`src/rtl/cmd_sched_pkg.sv`:
```
// Shared opcodes, FSM encoding, status-word layout and register addresses for command_scheduler.
package cmd_sched_pkg;

    localparam logic [3:0] OP_NOP          = 4'h0;
    localparam logic [3:0] OP_REG_WRITE    = 4'h1;
    localparam logic [3:0] OP_REG_READ     = 4'h2;
    localparam logic [3:0] OP_RENDER_MIN   = 4'h3;
    localparam logic [3:0] OP_RENDER_MAX   = 4'hE;
    localparam logic [3:0] OP_CLEAR_STATUS = 4'hF;

    localparam logic [1:0] ST_IDLE  = 2'd0;
    localparam logic [1:0] ST_ISSUE = 2'd1;
    localparam logic [1:0] ST_WAIT  = 2'd2;

    localparam int unsigned STATUS_BUSY_BIT  = 15;
    localparam int unsigned STATUS_OVF_BIT   = 14;
    localparam int unsigned STATUS_STATE_LSB = 12;

    localparam logic [3:0] REG_STATUS  = 4'hF;
    localparam logic [3:0] REG_DROPCNT = 4'hE;

    typedef struct packed {
        logic [15:0] cmd;
        logic [15:0] data;
    } render_cmd_t;

    function automatic logic is_render(input logic [3:0] op);
        return (op >= OP_RENDER_MIN) && (op <= OP_RENDER_MAX);
    endfunction

endpackage

```
`src/rtl/cmd_sched_fifo.sv`:
```
// Synchronous render-command FIFO; a push while full is accepted only when a pop happens the same cycle.
module cmd_sched_fifo
    import cmd_sched_pkg::*;
#(
    parameter int unsigned FIFO_DEPTH = 8,
    parameter int unsigned FIFO_AW    = 3
) (
    input  logic              clk,
    input  logic              rst_n,
    input  logic              push,
    input  render_cmd_t       wdata,
    input  logic              pop,
    output render_cmd_t       rdata_c,
    output logic              empty_c,
    output logic              push_ok_c,
    output logic [FIFO_AW:0]  count
);

    localparam logic [FIFO_AW:0] DEPTH_CNT = (FIFO_AW+1)'(FIFO_DEPTH);

    render_cmd_t          mem [FIFO_DEPTH];
    logic [FIFO_AW-1:0]   wr_ptr;
    logic [FIFO_AW-1:0]   rd_ptr;
    logic                 full_c;
    logic                 pop_ok;

    assign empty_c   = (count == '0);
    assign full_c    = (count == DEPTH_CNT);
    assign pop_ok    = pop && !empty_c;
    assign push_ok_c = push && (!full_c || pop_ok);
    assign rdata_c   = mem[rd_ptr];

    // Storage needs no reset; validity is tracked by count.
    always_ff @(posedge clk) begin
        if (push_ok_c) mem[wr_ptr] <= wdata;
    end

    always_ff @(posedge clk or negedge rst_n) begin
        if (!rst_n) begin
            wr_ptr <= '0;
            rd_ptr <= '0;
            count  <= '0;
        end else begin
            if (push_ok_c) wr_ptr <= wr_ptr + FIFO_AW'(1);
            if (pop_ok)    rd_ptr <= rd_ptr + FIFO_AW'(1);
            case ({push_ok_c, pop_ok})
                2'b10:   count <= count + (FIFO_AW+1)'(1);
                2'b01:   count <= count - (FIFO_AW+1)'(1);
                default: count <= count;
            endcase
        end
    end

endmodule

```
`src/rtl/command_scheduler.sv`:
```
// Host command decoder: config shadow file, readback, and a render FIFO issued one at a time to the engine.
// Optional macro CMD_SCHED_DROP_COUNT_EN adds a saturating dropped-render counter readable at 0xE.
module command_scheduler
    import cmd_sched_pkg::*;
#(
    parameter int unsigned FIFO_DEPTH = 8,
    parameter int unsigned FIFO_AW    = 3
) (
    input  logic        commandClk,
    input  logic        resetN,
    input  logic [15:0] commandIn,
    input  logic [15:0] dataIn,
    output logic [15:0] readData,
    output logic        cfgWe,
    output logic [3:0]  cfgAddr,
    output logic [15:0] cfgData,
    output logic [15:0] engCmd,
    output logic [15:0] engData,
    output logic        engValid,
    input  logic        engReady,
    input  logic        engDone,
    output logic        busy,
    output logic        overflow
);

    logic [3:0]        opcode;
    logic [3:0]        reg_addr;
    logic              wr_c, rd_c, clr_c, push_c, pop_c, drop_c;
    logic              push_ok_c, fifo_empty;
    logic [FIFO_AW:0]  fifo_count;
    render_cmd_t       fifo_head, push_word;
    logic [1:0]        state_q, state_d;
    logic              eng_valid_d;
    logic [15:0]       eng_cmd_d, eng_data_d;
    logic [15:0]       shadow [16];
    logic [15:0]       status_c, rd_word_c;

    assign opcode    = commandIn[15:12];
    assign reg_addr  = commandIn[3:0];
    assign push_word = '{cmd: commandIn, data: dataIn};

    // Opcode decode; the status address is not writable.
    always_comb begin
        wr_c   = 1'b0;
        rd_c   = 1'b0;
        clr_c  = 1'b0;
        push_c = 1'b0;
        case (opcode)
            OP_NOP:          ;
            OP_REG_WRITE:    wr_c  = (reg_addr != REG_STATUS);
            OP_REG_READ:     rd_c  = 1'b1;
            OP_CLEAR_STATUS: clr_c = 1'b1;
            default:         push_c = is_render(opcode);
        endcase
    end

    assign drop_c = push_c && !push_ok_c;
    assign busy   = (state_q != ST_IDLE) || !fifo_empty;

    cmd_sched_fifo #(
        .FIFO_DEPTH (FIFO_DEPTH),
        .FIFO_AW    (FIFO_AW)
    ) u_fifo (
        .clk       (commandClk),
        .rst_n     (resetN),
        .push      (push_c),
        .wdata     (push_word),
        .pop       (pop_c),
        .rdata_c   (fifo_head),
        .empty_c   (fifo_empty),
        .push_ok_c (push_ok_c),
        .count     (fifo_count)
    );

    always_comb begin
        status_c = '0;
        status_c[STATUS_BUSY_BIT]        = busy;
        status_c[STATUS_OVF_BIT]         = overflow;
        status_c[STATUS_STATE_LSB +: 2]  = state_q;
        status_c[FIFO_AW:0]              = fifo_count;
    end

`ifdef CMD_SCHED_DROP_COUNT_EN
    logic [7:0] drop_count;

    always_ff @(posedge commandClk or negedge resetN) begin
        if (!resetN)                              drop_count <= '0;
        else if (drop_c && drop_count != 8'hFF)   drop_count <= drop_count + 8'd1;
        else if (clr_c)                           drop_count <= '0;
    end
`endif

    always_comb begin
        rd_word_c = shadow[reg_addr];
        if (reg_addr == REG_STATUS) rd_word_c = status_c;
`ifdef CMD_SCHED_DROP_COUNT_EN
        else if (reg_addr == REG_DROPCNT) rd_word_c = {8'd0, drop_count};
`endif
    end

    always_ff @(posedge commandClk or negedge resetN) begin
        if (!resetN) begin
            for (int i = 0; i < 16; i++) shadow[i] <= '0;
        end else if (wr_c) begin
            shadow[reg_addr] <= dataIn;
        end
    end

    // Host-side registered outputs; a dropped push wins over a clear.
    always_ff @(posedge commandClk or negedge resetN) begin
        if (!resetN) begin
            readData <= '0;
            cfgWe    <= 1'b0;
            cfgAddr  <= '0;
            cfgData  <= '0;
            overflow <= 1'b0;
        end else begin
            cfgWe <= wr_c;
            if (wr_c) begin
                cfgAddr <= reg_addr;
                cfgData <= dataIn;
            end
            if (rd_c)        readData <= rd_word_c;
            if (drop_c)      overflow <= 1'b1;
            else if (clr_c)  overflow <= 1'b0;
        end
    end

    // Issue FSM: one render command in flight at a time.
    always_comb begin
        state_d     = state_q;
        eng_valid_d = engValid;
        eng_cmd_d   = engCmd;
        eng_data_d  = engData;
        pop_c       = 1'b0;
        case (state_q)
            ST_IDLE: begin
                if (!fifo_empty) begin
                    pop_c       = 1'b1;
                    eng_valid_d = 1'b1;
                    eng_cmd_d   = fifo_head.cmd;
                    eng_data_d  = fifo_head.data;
                    state_d     = ST_ISSUE;
                end
            end
            ST_ISSUE: begin
                if (engValid && engReady) begin
                    eng_valid_d = 1'b0;
                    state_d     = ST_WAIT;
                end
            end
            ST_WAIT: begin
                if (engDone) state_d = ST_IDLE;
            end
            default: state_d = ST_IDLE;
        endcase
    end

    always_ff @(posedge commandClk or negedge resetN) begin
        if (!resetN) begin
            state_q  <= ST_IDLE;
            engValid <= 1'b0;
            engCmd   <= '0;
            engData  <= '0;
        end else begin
            state_q  <= state_d;
            engValid <= eng_valid_d;
            engCmd   <= eng_cmd_d;
            engData  <= eng_data_d;
        end
    end

endmodule

```
`config.mk`:
```
export PLATFORM = sky130hd
export DESIGN_NAME = command_scheduler
export DESIGN_NICKNAME = d
export VERILOG_FILES = /design/src/rtl/cmd_sched_pkg.sv /design/src/rtl/cmd_sched_fifo.sv /design/src/rtl/command_scheduler.sv
export SDC_FILE = /design/constraint.sdc
export NUM_CORES = 1
export LEC_CHECK = 0
export ABC_AREA = 0
export BUFFER_PORTS_ARGS = -buffer_cell sky130_fd_sc_hd__buf_2
export CAP_MARGIN = 20
export CORE_AREA = 4 4 238 240
export DETAILED_ROUTE_END_ITERATION = 8
export DIE_AREA = 0 0 242 244
export SLEW_MARGIN = 20
export SYNTH_ARGS = -nofsm -noshare
export SYNTH_HDL_FRONTEND = slang
export SYNTH_HIERARCHICAL = 1
export SYNTH_SLANG_ARGS = --single-unit
```
`constraint.sdc`:
```
create_clock -name commandClk -period 10.4 [get_ports commandClk]
set_input_delay 3.12 -clock commandClk [delete_from_list [all_inputs] [get_ports commandClk]]
set_output_delay 3.12 -clock commandClk [all_outputs]
set_load 0.1 [all_outputs]
```
Word level (Yosys, flattened, before mapping)

Memories as Yosys holds them, arrays and structs flattened. A register that Yosys moved wholly into a read port is not among the register bits.
Index checks and enable logic that the tools add are counted.

Bits in registers: 307
Bits in writable memories: 256
Output and inout bits: 72
Logic and storage cells: 98
Memories: 1

Memory list:

| memory     | depth | width | read ports | clocked after memory_dff | write ports | RTL line             | text |
|---|---|---|---|---|---|---|---|
| u_fifo.mem | 8     | 32    | 1          | 1                        | 1           | cmd_sched_fifo.sv:21 | `render_cmd_t mem [FIFO_DEPTH];` |

Add/subtract/negate cells: 4
Magnitude comparators: 4
Equal/unequal tests: 13
Muxes and demuxes: 25
Bitwise operators: 2
Reduce and logical (&&, ||, !) cells: 23

Operators with widths:

| operator              | count |
|---|---|
| $bwmux W256           | 1 |
| $bmux W16 S4          | 1 |
| $demux W16 S4         | 1 |
| $mux W16              | 4 |
| $eq A4 B4 Y1 const B  | 3 |
| $mux W1               | 12 |
| $logic_not A4 Y1      | 2 |
| $pmux W4 S2           | 1 |
| $reduce_bool A2 Y1    | 4 |
| $add A3 B1 Y3 const B | 2 |
| $logic_and A1 B1 Y1   | 6 |
| $mux W2               | 3 |
| $ne A2 B2 Y1 const B  | 3 |
| $pmux W2 S3           | 1 |
| $reduce_and A3 Y1     | 2 |
| $ge A5 B5 Y1 const B  | 1 |
| $lt A5 B1 Y1 const B  | 1 |
| $not A4 Y5            | 1 |
| $add A4 B1 Y4 const B | 1 |
| $eq A2 B1 Y1 const B  | 2 |
| $eq A2 B2 Y1 const B  | 2 |
| $eq A4 B1 Y1 const B  | 1 |
| $eq A4 B2 Y1 const B  | 1 |
| $ge A4 B2 Y1 const B  | 1 |
| other kinds (10)      | 14 |

Longest topological paths before layout

Gate-level depths: netlist of run 1.

Depth in word-level cells: 9
Mapped depth: 13
Gate-level depth less buffers: 11

Cells and area by module

Netlist of run 1, hierarchy kept.

By module, submodules not included:

| module            | instances | cells an instance | area an instance (µm²) | seq. area each (µm²) |
|---|---|---|---|---|
| command_scheduler | 1         | 971               | 13995.9                | 8032.7 |
| cmd_sched_fifo    | 1         | 436               | 10403.7                | 7937.6 |

Worst setup path after synthesis of run 1

OpenSTA, ideal clock, no wires.

Path kind: input to register
Start: in commandIn[15]
End: mem u_fifo/mem[0][0] in the netlist's numbering, enable pin
Data arrival time: 6.940 ns
Data required time: 9.899 ns
Slack: 2.959 ns
Stages: 4
Buffers on the path: 0
Path through: and4_1 nor2_1 o21ai_4 nor4_1

Cells in the longest elaborated chain, start to end: 6
Elaborated cells between the ends (all ways): 12
Classes of those cells: order compare: 2; eq/ne: 3; mux: 3; reduce/logical: 4

Ends and longest elaborated chain:

| what                                                           | RTL line                | text |
|---|---|---|
| start: declaration                                             | command_scheduler.sv:11 | `input logic [15:0] commandIn,` |
| $ge A4 B2 Y1, or another cell as far along                     | cmd_sched_pkg.sv:28     | `return (op >= OP_RENDER_MIN) && (op <= OP_RENDER_MAX);` |
| $logic_and A1 B1 Y1 / $reduce_or A4 Y1 (equally long branches) | n/a                     |  |
| $mux W1 (*)                                                    | command_scheduler.sv:48 | `case (opcode)` |
| via push_c                                                     | command_scheduler.sv:28 | `logic wr_c, rd_c, clr_c, push_c, pop_c, drop_c;` |
| $logic_and A1 B1 Y1 (*)                                        | cmd_sched_fifo.sv:30    | `assign push_ok_c = push && (!full_c \|\| pop_ok);` |
| $mux W1 (*)                                                    | cmd_sched_fifo.sv:35    | `if (push_ok_c) mem[wr_ptr] <= wdata;` |
| $mux W1 (not written as such) (*)                              | cmd_sched_fifo.sv:35    |  |
| end: declaration                                               | cmd_sched_fifo.sv:21    |  |

The timed path passes the listed nets; every way through them passes the cells marked *.

Worst setup path after layout of run 1

Start: in commandIn[0]
End: reg shadow[34] in the netlist's numbering

Cells in the longest elaborated chain, start to end: 6
Elaborated cells between the ends (all ways): 9
Classes of those cells: order compare: 2; eq/ne: 1; mux: 4; bitwise: 1; reduce/logical: 1

Ends and longest elaborated chain:

| what                                                                      | RTL line                 | text |
|---|---|---|
| $not A4 Y5 (not written as such)                                          | command_scheduler.sv:105 | `shadow[reg_addr] <= dataIn;` |
| $ge A5 B5 Y1 (not written as such) / $lt A5 B1 Y1 (equally long branches) | command_scheduler.sv:105 |  |
| $logic_and A1 B1 Y1 (not written as such)                                 | command_scheduler.sv:105 |  |
| $mux W16 (not written as such)                                            | command_scheduler.sv:105 |  |
| $demux W16 S4                                                             | command_scheduler.sv:105 |  |
| $bwmux W256                                                               | command_scheduler.sv:105 |  |
| end signal: indexed assignment                                            | command_scheduler.sv:105 |  |
| end: declaration                                                          | command_scheduler.sv:35  | `logic [15:0] shadow [16];` |

Several ways; a longest one is shown, not always the timed one.
A chain may end at the register's enable or synchronous reset.

==> results_dict.tcl, run 1 <==
set metrics [dict create \
    setup_tns_ns 0 \
    drive_above_1_share_pct 40.1 \
    power.switching_mw 2.44 \
    setup_viol 0 \
    ys.flop_type "dfrtp_1" \
    die_h_um 244 \
    synth_seq_cells 587 \
    worstMarginPinSlew_ns 1.11 \
    intPower_mw 4.77 \
    synth_warnings 6 \
    pre_cts_ws_ns 4.04 \
    layout.nets 1536 \
    post-route-util_pct 50.3 \
    core_area_um2 54700 \
    min_from "shadow[5]" \
    syn_nets 1448 \
    die_x_um 242 \
    start_util_pct 44.6 \
    ctsResizeCount 0 \
    cts_tree "yes" \
    avgSynthCellArea_um2 17.3 \
    synth_most_common_cell "dfrtp_1" \
    numCtsBuffers 60 \
    drt_iter0_drc 765 \
    hold_ws_ns 0.371 \
    fin_skew_ns 0.0257 \
    dp_hpwl_um 31100 \
    cts_setup_buffers 0 \
    clk_pin_slew_ns 0.06 \
    synth_top_area_cell "dfrtp_1" \
    p_seq_share_pct 42.9 \
    finalMaxSlewViolations 0 \
    overflow 0 \
    highest_layer "met4" \
    fin_area_um2 27500 \
    rsz0062_at_grt "false" \
    whs_path_depth 0 \
    netlist_area_um2 24400 \
    fillCellCount 4562 \
    power_mw 7.21 \
    place.port_buffers 107 \
    combPwrFrac_pct 28.2 \
    stdcell_count 2246 \
    fmax_mhz 175 \
    worst_path_max_delay_cell "nor2b_1" \
    syn_to_final_growth_pct 12.6 \
    htreeDepth 2 \
    cp-end-kind "flip-flop" \
    gp_congestion 0.735 \
    antenna_found_initial 0 \
    drt_pre_antenna_iters 7 \
    placed_cell_area_um2 25500 \
    crit_type "in2reg" \
    min_period_ns 5.70 \
    vias_per_cell 5.65 \
    finalCritPeriodShare_pct 54.8 \
    critPathRequiredTime_ns 10.89 \
    m1WireLength_um 24800 \
    cts_hold_buf 0 \
    hp-class "reg2reg" \
    crit_chain "buf_4 > nor2b_1 > nor2b_2 > and3_1 > mux2_2" \
    routed_wl_um 54000 \
    pin_count 108 \
    synth_cell_types 54 \
    vias 12679 \
    hold_violations 0 \
    cts.sinks 587 \
    clockBufferDepth 3 \
    power_switching_share_pct 33.9 \
    ir_drop_uv 176 \
    holdPathEnd "shadow[5]" \
    r2r_setup_slack_ns 7.25 \
    p_leak_nw 11.6 \
    synthTopCellsByArea "dfrtp_1 (34%), edfxtp_1 (32%), mux2_2 (14%)" \
    timing.rr.start "u_fifo/count[2]" \
    finalWorstSetupSlack_ns 4.70 \
    ant_nets 0 \
    r2r_end "u_fifo/mem[6][8]" \
    powerDensity_nw_per_um2 262 \
    route.met2.wl_um 26300 \
    drv_cap 0 \
    grt_pass1_vias 13562 \
    synth.top_cell.area_share_pct 33.9 \
    synthArstFlopShare_pct 56.4 \
    cts_root_buf "clkbuf_16" \
    pwr-share-clk_pct 28.9 \
    synth_common_cells "dfrtp_1 (331), mux2_2 (309), edfxtp_1 (256)" \
    die-area_um2 59000 \
    reg2reg_depth 9 \
    avgRoutedWirePerCell_um 24.1 \
    cp_data_arrival_time_ns 6.19 \
    grt_max_degree 198 \
    num_rows 86 \
    grt_usage_pct 18.5 \
    grt_first_pass_wirelength_um 84600 \
    dr_wl_met3_um 2070 \
    startpoint_type "primary input" \
    slew_headroom_pct 25.8 \
    insertion_delay_ns 0.63 \
    synth-edff-count 256 \
    dp.cells 2136 \
    netlist_instances 1407 \
    outcome "finished clean" \
    antenna_cells 0 \
    ys_seq_area_share_pct 65.5 \
    cpPeakStageDelay_ns 0.87 \
    path_max_fanout 48 \
    drc_errors 0 \
]
metal layers:
| metal | up-vias | track usage, % |
|---|---|---|
| met5 | - | 0 |
| met4 | 0 | 4.25 |
| met3 | 70 | 2.87 |
| met2 | 275 | 30.6 |
| met1 | 6759 | 26.3 |
| li1 | 5575 | - |
worst max-delay path by stage:
stage / from / end / slack [ns] / cells past startpoint
detailed placement: commandIn[0] / shadow[47] / 4.04 / 5
global placement: commandIn[0] / shadow[32] / 4.08 / 5
CTS: commandIn[0] / shadow[47] / 4.70 / 5
finish: commandIn[0] / shadow[34] / 4.70 / 5
floorplan: commandIn[15] / u_fifo/mem[0][0] / 2.96 / 4
global route: commandIn[0] / shadow[40] / 4.49 / 5
power groups by stage:
| stage | combinational [mW] | sequential, mW | clock, mW |
|---|---|---|---|
| finish | 2.04 | 3.10 | 2.08 |
| global placement | 2.05 | 3.13 | 0 |
| CTS | 2.07 | 3.11 | 2.14 |
| detailed placement | 2.06 | 3.15 | 0 |
| floorplan | 1.04 | 3.70 | 0 |
| global route | 2.17 | 3.15 | 2.24 |
registers in the layout (all words and copies together) (netlist names):
| name | flops |
|---|---|
| u_fifo/rd_ptr | 3 |
| cfgAddr | 4 |
| shadow | 248 |
| engValid | 1 |
| u_fifo/mem | 256 |
| overflow | 1 |
| engData | 16 |
| engCmd | 16 |
| u_fifo/count | 4 |
| cfgData | 16 |
| cfgWe | 1 |
| u_fifo/wr_ptr | 3 |
| readData | 16 |
| state_q | 2 |
kinds of logic after synthesis:
group,share of synthesized area (%)
adders and majority gates,0.287
and+or+nand+nor,2.53
DFF,65.5
buffers and inverters,2.30
AOI/OAI and AO/OA,2.67
muxes,26.5
xor gates and xnor gates,0.251
area by class of cell:
| cell class | count | area [um2] | area share, % |
|---|---|---|---|
| tap | 704 | 881 | 3.20 |
| multi-input combinational | 709 | 7920 | 28.8 |
| inverter | 9 | 33.8 | 0.123 |
| sequential | 587 | 16000 | 58.1 |
| timing repair buffer | 128 | 741 | 2.70 |
| clock buffer | 91 | 1780 | 6.47 |
| clock inverter | 18 | 153 | 0.555 |
worst max-delay path, delay by kind of cell:
kind                   cells  cell delay, ns
buffers and inverters      1            0.58
multiplexers               1            0.42
AND/OR/NAND/NOR            3            2.00
cells in the final DEF (no fill, tap or decap), types with 6 or more instances in the layout:
| master | count |
|---|---|
| a211oi_1 | 7 |
| a221o_1 | 6 |
| a22oi_1 | 19 |
| a32oi_1 | 9 |
| buf_2 | 104 |
| buf_4 | 21 |
| clkbuf_1 | 16 |
| clkbuf_16 | 61 |
| clkbuf_8 | 14 |
| clkinv_2 | 13 |
| dfrtp_1 | 329 |
| edfxtp_1 | 256 |
| inv_1 | 8 |
| mux2_1 | 12 |
| mux2_2 | 309 |
| mux2i_1 | 63 |
| mux4_1 | 28 |
| mux4_2 | 66 |
| nand2_1 | 68 |
| nand2b_1 | 6 |
| nor2_1 | 24 |
| o21ai_0 | 13 |
| o221ai_1 | 6 |
| o22a_1 | 10 |
(Power assumes the default switching activity.)
==> run 2, diff against run 1 <==
==> constraint.sdc (replaced) <==
create_clock -name commandClk -period 5.8 [get_ports commandClk]
set_input_delay 1.74 -clock commandClk [delete_from_list [all_inputs] [get_ports commandClk]]
set_output_delay 1.74 -clock commandClk [all_outputs]
set_load 0.1 [all_outputs]
==> results_dict.tcl, run 2 (synthesis results as in run 1) <==
set metrics [dict create \
    crit_type "reg2out" \
    drt_iter0_drc 830 \
    drv_cap 0 \
    grt_first_pass_wirelength_um 84700 \
    grt_pass1_vias 13701 \
    avgRoutedWirePerCell_um 23.9 \
    insertion_delay_ns 0.58 \
    grt_usage_pct 18.7 \
    hp-class "reg2reg" \
    hold_violations 0 \
    vias 12779 \
    largest_reg_flops 256 \
    clk_pin_slew_ns 0.06 \
    cts_hold_buf 0 \
    rsz0062_at_grt "false" \
    mostFrequentLayoutCells "dfrtp_1 (329), mux2_2 (309), edfxtp_1 (256)" \
    startpoint_type "flip-flop" \
    cp-end-kind "output pin" \
    cts_tree "yes" \
    power_mw 13.3 \
    ant_nets 0 \
    die-area_um2 59000 \
    path_buf_inv 1 \
    regMostFlops "u_fifo/mem" \
    cp_data_arrival_time_ns 2.38 \
    ctsResizeCount 0 \
    finalWorstSetupSlack_ns 1.68 \
    dp_hpwl_um 32900 \
    cp_top_family "simple AND/OR/NAND/NOR gates" \
    place.port_buffers 107 \
    cts_setup_buffers 0 \
    pin_count 108 \
    reg_top3 "u_fifo/mem (256), shadow (248)" \
    start_util_pct 44.6 \
    ir_drop_uv 267 \
    stdcell_count 2274 \
    finalCritPeriodShare_pct 71.1 \
    drive_above_1_share_pct 41.1 \
    min_period_ns 4.12 \
    drc_errors 0 \
    gp_congestion 0.771 \
    powerDensity_nw_per_um2 477 \
    fin_skew_ns 0.0212 \
    fmax_mhz 243 \
    cpPeakStageDelay_ns 0.54 \
    setup_tns_ns 0 \
    slew_headroom_pct 32.8 \
    numCtsBuffers 66 \
    path_max_fanout 7 \
    die_x_um 242 \
    num_rows 86 \
    p_leak_nw 11.7 \
    overflow 0 \
    cts_root_buf "clkbuf_16" \
    dp.cells 2153 \
    worstMarginPinSlew_ns 1.00 \
    worst_path_max_delay_cell "or3_1" \
    core_area_um2 54700 \
    drt_pre_antenna_iters 5 \
    syn_to_final_growth_pct 14.1 \
    setup_viol 0 \
    cts.sinks 587 \
    antenna_found_initial 0 \
    finalMaxSlewViolations 0 \
    grt_max_degree 127 \
    layout.nets 1558 \
    outcome "finished clean" \
    routed_wl_um 54300 \
    critPathRequiredTime_ns 4.06 \
    final_common_cell "dfrtp_1" \
    vias_per_cell 5.62 \
    clockBufferDepth 3 \
    die_h_um 244 \
    pre_cts_ws_ns 1.33 \
    htreeDepth 3 \
    crit_chain "or3_1 > nor2_1 > nand2_1 > buf_2" \
    antenna_cells 0 \
]
[run 2: changes by cell type in the layout (fill, tap and decap cells not counted), sizes merged]
cell	before	now
buf	128	144
clkbuf	91	95
clkinv	16	20
inv	9	11
bufinv	1	2
clkinvlp	1	2
[run 2: power breakdown]
part	leakage (nW)	internal, mW	switching (mW)	total (mW)
sequential	6.73	5.13	0.429	5.56
clock	1.06	2.41	1.64	4.06
combinational	3.96	1.29	2.38	3.67
[run 2: final cells by class]
| cell class | count | area (um2) |
|---|---|---|
| Timing Repair Buffer | 144 | 866 |
| Inverter | 9 | 33.8 |
| Clock inverter | 26 | 228 |
| Fill cell | 4531 | 26800 |
| Sequential cell | 587 | 16000 |
| Multi-Input combinational cell | 709 | 7930 |
| Tap cell | 704 | 881 |
| Clock buffer | 95 | 1920 |
[run 2: worst paths after layout]
| check | to | start | slack (ns) | depth (start not counted) |
|---|---|---|---|---|
| max | busy | u_fifo/count[1] | 1.68 | 4 |
| min | shadow[10] | shadow[10] | 0.38 | 0 |
| max reg2reg | u_fifo/mem[6][10] | u_fifo/count[0] | 2.36 | 10 |
| min reg2reg | shadow[10] | shadow[10] | 0.38 | 0 |
| max in group asynchronous | shadow[163] | resetN | 3.55 | 2 |
| min in group asynchronous | engCmd[1] | resetN | 1.13 | 1 |
[run 2: worst register-to-register path: stages, from the launching register on]
cell,delay [ns]
dfrtp_1,0.42
or3_1,0.34
nor2_1,0.16
nor3_2,0.12
buf_4,0.48
nand2b_1,0.26
o21ai_4,0.12
inv_2,0.13
nand2_1,0.21
nor2_4,0.52
buf_4,0.38
[run 2: routing by layer]
metal  GRT usage (%)  up-vias  part of all wire [%]
met1            25.9     6790                    45
met4            5.72        0                   2.4
met2            30.6      277                    48
met3            3.36       87                   4.4
met5               0        -                     0
li1                -     5625                     -
[run 2: per-stage QoR]
stage / util [%] / area, um2 / hold WS [ns]
after floorplan: - / 24400 / 0.424
after global placement: 47.0 / 25700 / 0.360
after detailed placement: 47.0 / 25700 / 0.363
after CTS: 50.9 / 27800 / 0.377
after global routing: 50.9 / 27800 / 0.388
final: 50.9 / 27800 / 0.375
==> run 3, diff against run 2 <==
==> constraint.sdc (replaced) <==
create_clock -name commandClk -period 3.4 [get_ports commandClk]
set_input_delay 1.02 -clock commandClk [delete_from_list [all_inputs] [get_ports commandClk]]
set_output_delay 1.02 -clock commandClk [all_outputs]
set_load 0.1 [all_outputs]
==> results_dict.tcl, run 3 (synthesis results as in run 1) <==
set metrics [dict create \
    powerDensity_nw_per_um2 806 \
    cp_data_arrival_time_ns 2.16 \
    antenna_found_initial 2 \
    numCtsBuffers 61 \
    core_area_um2 54700 \
    path_max_fanout 7 \
    crit_type "reg2out" \
    pwr-share-clk_pct 30.0 \
    insertion_delay_ns 0.64 \
    avgRoutedWirePerCell_um 23.5 \
    final_common_cell "dfrtp_1" \
    num_rows 86 \
    vias 12726 \
    critPathRequiredTime_ns 2.38 \
    fin_skew_ns 0.0457 \
    die_h_um 244 \
    fillCellCount 4474 \
    intPower_mw 15.1 \
    reg_top3 "u_fifo/mem (256), shadow (248)" \
    rsz0062_at_grt "false" \
    grt_pass1_vias 13697 \
    drive_above_1_share_pct 42.5 \
    pin_count 108 \
    vias_per_cell 5.53 \
    routed_wl_um 54100 \
    start_util_pct 44.6 \
    antenna_cells 0 \
    overflow 0 \
    setup_viol 0 \
    slew_headroom_pct 54.8 \
    regMostFlops "u_fifo/mem" \
    worstMarginPinSlew_ns 0.677 \
    mostFrequentLayoutCells "dfrtp_1 (329), mux2_2 (309), edfxtp_1 (256)" \
    dp_hpwl_um 33700 \
    fin_area_um2 28300 \
    largest_reg_flops 256 \
    die_x_um 242 \
    htreeDepth 2 \
    syn_to_final_growth_pct 16.0 \
    finalCritPeriodShare_pct 93.4 \
    hold_violations 0 \
    p_seq_share_pct 41.0 \
    min_period_ns 3.18 \
    place.port_buffers 107 \
    cts_setup_buffers 0 \
    cp-end-kind "output pin" \
    power_mw 22.8 \
    grt_max_degree 79 \
    p_leak_nw 11.9 \
    ant_nets 0 \
    placed_cell_area_um2 26200 \
    outcome "finished clean" \
    multi_input_area_um2 7960 \
    layout.nets 1586 \
    combPwrFrac_pct 29.0 \
    die-area_um2 59000 \
    ir_drop_uv 525 \
    finalMaxSlewViolations 0 \
    cts_tree "yes" \
    drt_pre_antenna_iters 7 \
    grt_first_pass_wirelength_um 83900 \
    cts_root_buf "clkbuf_16" \
    power_switching_share_pct 33.7 \
    power.switching_mw 7.70 \
    fmax_mhz 315 \
    drt_iter0_drc 764 \
    clk_pin_slew_ns 0.06 \
    clockBufferDepth 3 \
    grt_usage_pct 18.3 \
    startpoint_type "flip-flop" \
    hp-class "in2async" \
    cts.sinks 587 \
    gp_congestion 0.764 \
    drc_errors 0 \
    drv_cap 0 \
    seqCellArea_um2 16000 \
]
-- run 3: cell types whose count changed in the layout (fill, tap and decap cells not counted), moves of 3 or more --
cell        before  now
buf_12           3   22
bufinv_16        2    7
clkbuf_8        10    7
clkinv_2        14   17
nor3_4           1    5
clkbuf_1        16    9
clkinvlp_4       2    6
nor3_2           5    1
clkinv_8         3    0
clkinv_1         2    5
buf_4           36   50
clkbuf_16       69   61
-- run 3: timing repair --
| item | 4_1_cts | 5_1_grt |
|---|---|---|
| hold buffers | 0 | 0 |
| resized for setup | 1 | 1 |
| setup endpoints to repair | 1 | 1 |
| hold endpoints to repair | 0 | 0 |
-- run 3: path summary, 6_finish.rpt --
| path | start | to | slack [ns] | cells past startpoint |
|---|---|---|---|---|
| worst max-delay path | u_fifo/count[1] | busy | 0.22 | 4 |
| worst min-delay path | resetN | shadow[200] | 0.32 | 1 |
| worst max register to register | u_fifo/count[1] | u_fifo/mem[7][8] | 0.61 | 9 |
| worst min register to register | shadow[11] | shadow[11] | 0.37 | 0 |
| max in group asynchronous | resetN | cfgData[3] | 2.29 | 2 |
| min in group commandClk | shadow[11] | shadow[11] | 0.37 | 0 |
-- run 3: worst max-delay path: stages, from the launching register on --
cell and delay [ns]:
dfrtp_1 0.43, or3_4 0.47, nor2_2 0.20, nand2_1 0.12, buf_2 0.31
-- run 3: area by class of cell --
type | count | share of cell area, %
Tap cell | 704 | 3.11
Clock buffer | 77 | 5.85
Multi-Input combinational cell | 709 | 28.1
Sequential cell | 587 | 56.5
Inverter | 9 | 0.119
Clock inverter | 38 | 1.55
Timing Repair Buffer | 177 | 4.77
-- run 3: power groups by stage --
stage | logic (mW) | registers (mW) | clock network, mW
2_1_floorplan | 3.21 | 11.3 | 0
3_3_place_gp | 6.68 | 9.43 | 0
3_5_place_dp | 6.72 | 9.50 | 0
4_1_cts | 6.75 | 9.37 | 7.00
5_1_grt | 7.01 | 9.49 | 7.30
6_report | 6.62 | 9.35 | 6.84
-- run 3: metal layers --
metal	share of wire (%)	routed length, um	track usage, %	vias to the layer above
met5	0	0	0	-
met4	2.1	1120	4.44	0
met3	4.0	2170	3.25	70
met2	48	25900	30.0	248
met1	46	24800	25.8	6735
li1	-	-	-	5673
-- run 3: stage by stage --
step	TNS, ns	util, %	setup slack [ns]	hold slack, ns	std cells
after floorplan	-12.89	-	-0.134	0.424	1407
after detailed placement	0	47.9	0.190	0.364	2186
after global routing	0	51.8	0.117	0.329	2301
after CTS	0	51.8	0.0615	0.310	2301
after global placement	0	47.9	0.167	0.360	2186
final	0	51.8	0.225	0.325	2301
